`src/rtl/modem_symbol_packer_if.sv`:
```
// Handshake bundle between the bit-stream source, the symbol packer and the
// constellation mapper. The slave modport is the packer side; the master
// modport is whoever drives the words in and takes the symbols out.
interface modem_symbol_packer_if #(
  parameter int DATA_W    = 8,
  parameter int MAX_SYM_W = 4
);
  logic                 i_valid;
  logic [DATA_W-1:0]    i_data;
  logic                 o_ready;
  logic                 o_valid;
  logic [MAX_SYM_W-1:0] o_sym;
  logic                 i_ready;

  modport slave (
    input  i_valid, i_data, i_ready,
    output o_ready, o_valid, o_sym
  );

  modport master (
    output i_valid, i_data, i_ready,
    input  o_ready, o_valid, o_sym
  );
endinterface

```
`src/rtl/modem_symbol_packer.sv`:
```
// Byte-to-symbol packer for the modem TX path (framer/scrambler -> mapper).
// Bits are kept MSB-aligned in a shift buffer of DATA_W+MAX_SYM_W-1 bits;
// everything below the fill level is always zero, so appending is a plain OR
// and flush padding comes for free. Residual bits carry across input words.
// Optional macro MODEM_PACKER_FLUSH_EN adds i_flush, which zero-pads a
// partial trailing symbol so it can be emitted.
module modem_symbol_packer #(
  parameter int DATA_W    = 8,
  parameter int MAX_SYM_W = 4
) (
  input  logic                  iclk,
  input  logic                  ireset,
  input  logic [1:0]            i_mode,
`ifdef MODEM_PACKER_FLUSH_EN
  input  logic                  i_flush,
`endif
  modem_symbol_packer_if.slave  bus,
  output logic                  o_busy
);

  localparam int BUF_W  = DATA_W + MAX_SYM_W - 1;
  localparam int FILL_W = $clog2(BUF_W + 1);

  logic [BUF_W-1:0]     r_buf;
  logic [FILL_W-1:0]    r_fill;
  logic [1:0]           r_mode;

  logic [FILL_W-1:0]    w_sym_w;
  logic [FILL_W-1:0]    w_fill_after;
  logic [FILL_W-1:0]    w_fill_nxt;
  logic [BUF_W-1:0]     w_shifted;
  logic [BUF_W-1:0]     w_in_word;
  logic [BUF_W-1:0]     w_buf_nxt;
  logic [MAX_SYM_W-1:0] w_top;
  logic                 w_room;
  logic                 w_flush_req;
  logic                 w_do_flush;
  logic                 w_o_ready;
  logic                 w_o_valid;
  logic                 w_in_xfer;
  logic                 w_out_xfer;

`ifdef MODEM_PACKER_FLUSH_EN
  assign w_flush_req = i_flush;
`else
  assign w_flush_req = 1'b0;
`endif

  // Handshake decode; every output here comes from registers (plus i_flush).
  always_comb begin
    w_sym_w    = FILL_W'(r_mode) + FILL_W'(1);
    w_room     = (r_fill <= FILL_W'(BUF_W - DATA_W));
    w_o_ready  = w_room && !w_flush_req;
    w_o_valid  = (r_fill >= w_sym_w);
    w_in_xfer  = bus.i_valid && w_o_ready;
    w_out_xfer = w_o_valid && bus.i_ready;
    w_do_flush = w_flush_req && (r_fill != '0) && (r_fill < w_sym_w);
    w_top      = r_buf[BUF_W-1 -: MAX_SYM_W];
  end

  assign bus.o_ready = w_o_ready;
  assign bus.o_valid = w_o_valid;
  assign bus.o_sym   = w_top >> (FILL_W'(MAX_SYM_W) - w_sym_w);
  assign o_busy      = (r_fill != '0);

  // Next buffer/fill: shift out first, then append the new word behind
  // whatever valid bits remain so bit order is preserved.
  always_comb begin
    w_shifted    = r_buf;
    w_fill_after = r_fill;
    if (w_out_xfer) begin
      w_shifted    = r_buf << w_sym_w;
      w_fill_after = r_fill - w_sym_w;
    end
    w_in_word  = BUF_W'(bus.i_data) << (BUF_W - DATA_W);
    w_buf_nxt  = w_shifted;
    w_fill_nxt = w_fill_after;
    if (w_in_xfer) begin
      w_buf_nxt  = w_shifted | (w_in_word >> w_fill_after);
      w_fill_nxt = w_fill_after + FILL_W'(DATA_W);
    end
    if (w_do_flush) begin
      w_fill_nxt = w_sym_w;
    end
  end

  // Buffer, fill level and latched mode; mode only moves while fully empty.
  always_ff @(posedge iclk or posedge ireset) begin
    if (ireset) begin
      r_buf  <= '0;
      r_fill <= '0;
      r_mode <= 2'd0;
    end else begin
      r_buf  <= w_buf_nxt;
      r_fill <= w_fill_nxt;
      if ((r_fill == '0) && !w_in_xfer) begin
        r_mode <= i_mode;
      end
    end
  end

endmodule

```
`src/flat_wrapper.sv`:
```
// flat-port wrapper written by rule: the top's interface ports become plain ports
module modem_symbol_packer_flat 
#(
  parameter int DATA_W    = 8,
  parameter int MAX_SYM_W = 4
)
  (iclk, ireset, i_mode, o_busy, bus_i_valid, bus_i_data, bus_i_ready, bus_o_ready, bus_o_valid, bus_o_sym);
  modem_symbol_packer_if #(.DATA_W(DATA_W), .MAX_SYM_W(MAX_SYM_W)) bus_i ();
  input  logic iclk;
  input  logic ireset;
  input  logic [1:0] i_mode;
  output logic o_busy;
  input wire logic [$bits(bus_i.i_valid)-1:0] bus_i_valid;
  input wire logic [$bits(bus_i.i_data)-1:0] bus_i_data;
  input wire logic [$bits(bus_i.i_ready)-1:0] bus_i_ready;
  output wire logic [$bits(bus_i.o_ready)-1:0] bus_o_ready;
  output wire logic [$bits(bus_i.o_valid)-1:0] bus_o_valid;
  output wire logic [$bits(bus_i.o_sym)-1:0] bus_o_sym;
  assign bus_i.i_valid = bus_i_valid;
  assign bus_i.i_data = bus_i_data;
  assign bus_i.i_ready = bus_i_ready;
  assign bus_o_ready = bus_i.o_ready;
  assign bus_o_valid = bus_i.o_valid;
  assign bus_o_sym = bus_i.o_sym;
  modem_symbol_packer #(.DATA_W(DATA_W), .MAX_SYM_W(MAX_SYM_W)) u_core (.iclk(iclk), .ireset(ireset), .i_mode(i_mode), .bus(bus_i), .o_busy(o_busy));
endmodule
```
`config.mk`:
```
export PLATFORM = sky130hd
export DESIGN_NAME = modem_symbol_packer_flat
export DESIGN_NICKNAME = d
export VERILOG_FILES = /design/src/rtl/modem_symbol_packer_if.sv /design/src/rtl/modem_symbol_packer.sv /design/src/flat_wrapper.sv
export SDC_FILE = /design/constraint.sdc
export NUM_CORES = 1
export LEC_CHECK = 0
export ABC_AREA = 1
export CAP_MARGIN = 15
export CORE_UTILIZATION = 40
export DETAILED_ROUTE_END_ITERATION = 10
export PLACE_DENSITY_LB_ADDON = 0.12
export SKIP_CTS_REPAIR_TIMING = 1
export SYNTH_ARGS = -nofsm -noshare
export SYNTH_HDL_FRONTEND = slang
export SYNTH_SLANG_ARGS = --single-unit
```
`constraint.sdc`:
```
create_clock -name iclk -period 3.3 [get_ports iclk]
set_input_delay 0.66 -clock iclk [delete_from_list [all_inputs] [get_ports iclk]]
set_output_delay 0.66 -clock iclk [all_outputs]
set_load 0.01 [all_outputs]
```
==> metrics.yaml <==
status:
  status: "finished clean"
synth:
  synth-simple-area-share_pct: 43.4
  ys_ff_latch: 17
  synth_top_family_by_area: "simple AND/OR/NAND/NOR gates"
  synth_xor_area_share_pct: 1.03
  syn_area_per_cell_um2: 6.39
  synthesis.nets: 286
  syn_inst: 267
  muxShareOfSynthArea_pct: 0.660
  synth-adder-area-share_pct: 4.11
  synth_cell_types: 35
  seq_area_frac_synth_pct: 24.9
  yosysWarningCount: 0
  synth_compound_area_share_pct: 15.0
  synth_area_um2: 1710
place:
  portBuffers: 20
  dpl.hpwl_um: 3500
  gp_congestion: 0.915
  dp.cells: 333
hold_path:
  hp-class: "reg2reg"
global_route:
  grt_pass1_wl_um: 7540
  antenna_found_initial: 0
  grt_overflow: 0
  grt_pass1_vias: 1641
  grt_max_degree: 20
  track_usage_pct: 21.9
routing:
  routed_via_density: 5.10
  drtIter0Drc: 80
  ant_nets: 0
  drc: 0
  routed_wl_um: 4300
  drt_first_pass_iters: 4
  vias: 1719
  wl_per_cell_um: 12.7
clock_network:
  clk_latency_ns: 0.25
  cts_tree: "yes"
  clkSlewWorstSetupHoldPaths_ns: 0.08
  cts-root-buf: "clkbuf_8"
  cts_buffers: 3
  cts_sinks: 17
  htreeDepth: 1
  cts_buffer_depth: 2
final_layout:
  nets: 307
  drive_above_1_share_pct: 10.1
  fillCellCount: 414
  multi_input_area_um2: 1100
  syn2layout_area_growth_pct: 16.4
  ff_latch_area_um2: 425
  finalNonFillerCells: 337
  diodes: 0
setup_path:
  crit_path_end_kind: "output pin"
  critical_path_arrival_ns: 2.41
  start_kind: "flop"
  crit_fanout: 9
  critical_path_class: "reg2out"
  cp.required_ns: 2.64
floorplanning:
  die-area_um2: 4530
  die_h_um: 67.3
  coreArea_um2: 4060
  io_pins: 21
  start_util_pct: 42.0
  row_count: 23
  fp.dieW_um: 67.3
sta:
  rsz0062_at_grt: "no"
  tightest_slew_ns: 0.652
  fmax_mhz: 326
  skew_ns: 0.00578
  setup-tns-final_ns: 0
  hold_violations: 0
  fin_crit_sh_pct: 93.1
  slew_viol_final: 0
  period_minus_slack_ns: 3.07
  setup_violations: 0
  timing.slew.headroom_pct: 56.5
  whs_ns: 0.528
job:
  max-cap-violations: 0
[logic make-up after synthesis]
kind of cell             count (synthesis)
flip-flops                              17
AO/OA/AOI/OAI                           44
XOR/XNOR                                 2
buffers and inverters                   42
adder cells (fa/ha/maj)                  5
AND/OR/NAND/NOR                        156
multiplexers                             1
[layout make-up]
cell class / count / share of cell area [%]
repair buffers: 23 / 11.2
clock inverters: 1 / 0.252
clock buffers: 3 / 2.08
flip-flops and latches: 17 / 21.4
well taps: 50 / 3.15
inverters: 35 / 6.62
multi-input cells: 208 / 55.2
[routing by layer]
layer  wire [µm]  GRT usage, %
met4          55          4.26
met5           0             0
met1        2100          29.3
met2        2010          37.5
met3         134          2.70
[flip-flops by register name, summed over array words and instances, names as in the netlist]
| register | count |
|---|---|
| u_core.r_mode | 2 |
| u_core.r_buf | 11 |
| u_core.r_fill | 4 |
[worst paths after layout]
check                            startpoint          endpoint  slack, ns  depth (start not counted)
setup reg to reg           u_core.r_mode[0]   u_core.r_buf[1]       0.44                         12
hold / removal             u_core.r_mode[1]  u_core.r_mode[1]       0.53                          1
setup / recovery           u_core.r_mode[0]       bus_o_valid       0.23                          6
min in group asynchronous            ireset  u_core.r_mode[1]       0.79                          2
max in group asynchronous            ireset   u_core.r_buf[6]       2.08                          2
hold reg to reg            u_core.r_mode[1]  u_core.r_mode[1]       0.53                          1
[per-stage QoR]
step           area (µm²)  util [%]  setup WS [ns]
3_3_place_gp         1940      47.8          0.521
6_report             1980      48.9          0.229
3_5_place_dp         1940      47.8          0.495
2_1_floorplan        1710         -          0.660
4_1_cts              1980      48.9          0.223
5_1_grt              1980      48.9          0.123
[synthesized netlist by cell type]
master     instances  area share [%]
o2111ai_1          1            0.51
nand2_4            4             2.6
clkbuf_1           1            0.22
nor2_4             1            0.66
o21ai_0           18             5.3
nand3_2            5             2.9
nand2_1           78              17
nor2_2             1            0.37
inv_2              2            0.44
a22oi_1            1            0.44
fa_1               1             1.2
nor2_1            23             5.1
o21a_1             1            0.44
a31oi_1            1            0.37
buf_12             1             1.2
nand2_2            6             2.2
buf_1              2            0.44
o211ai_1           3             1.3
o221ai_1           1            0.51
dfrtp_1           17              25
o21ai_4            1            0.95
nand2_8            1             1.2
nand3_1           33             9.7
ha_1               4             2.9
inv_1             33             7.3
o311ai_0           1            0.51
buf_6              1            0.66
and2_1             1            0.37
o21ai_1            2            0.59
a21oi_1           14             4.1
xor2_1             2             1.0
mux2_2             1            0.66
buf_2              2            0.59
nand3b_1           1            0.44
nand4_1            2            0.73
[worst max-delay path, cell delays in order, from the launching register on]
cell	delay (ns)
dfrtp_1	0.40
ha_1	0.42
fa_1	0.47
nor2_1	0.15
nor2_2	0.06
nand2_4	0.11
clkdlybuf4s50_1	0.55
[cell usage in the layout (no fill, tap or decap), types with 4 or more instances in the layout]
| master | n |
|---|---|
| nand2_1 | 78 |
| inv_1 | 33 |
| nand3_1 | 33 |
| nor2_1 | 23 |
| clkdlybuf4s50_1 | 20 |
| o21ai_0 | 18 |
| dfrtp_1 | 17 |
| a21oi_1 | 14 |
| nand2_2 | 6 |
| nand3_2 | 5 |
| nand2_4 | 4 |
| ha_1 | 4 |
Power is not shown: default switching activity piles up to over one toggle a cycle in this logic, so the estimate is an artifact.
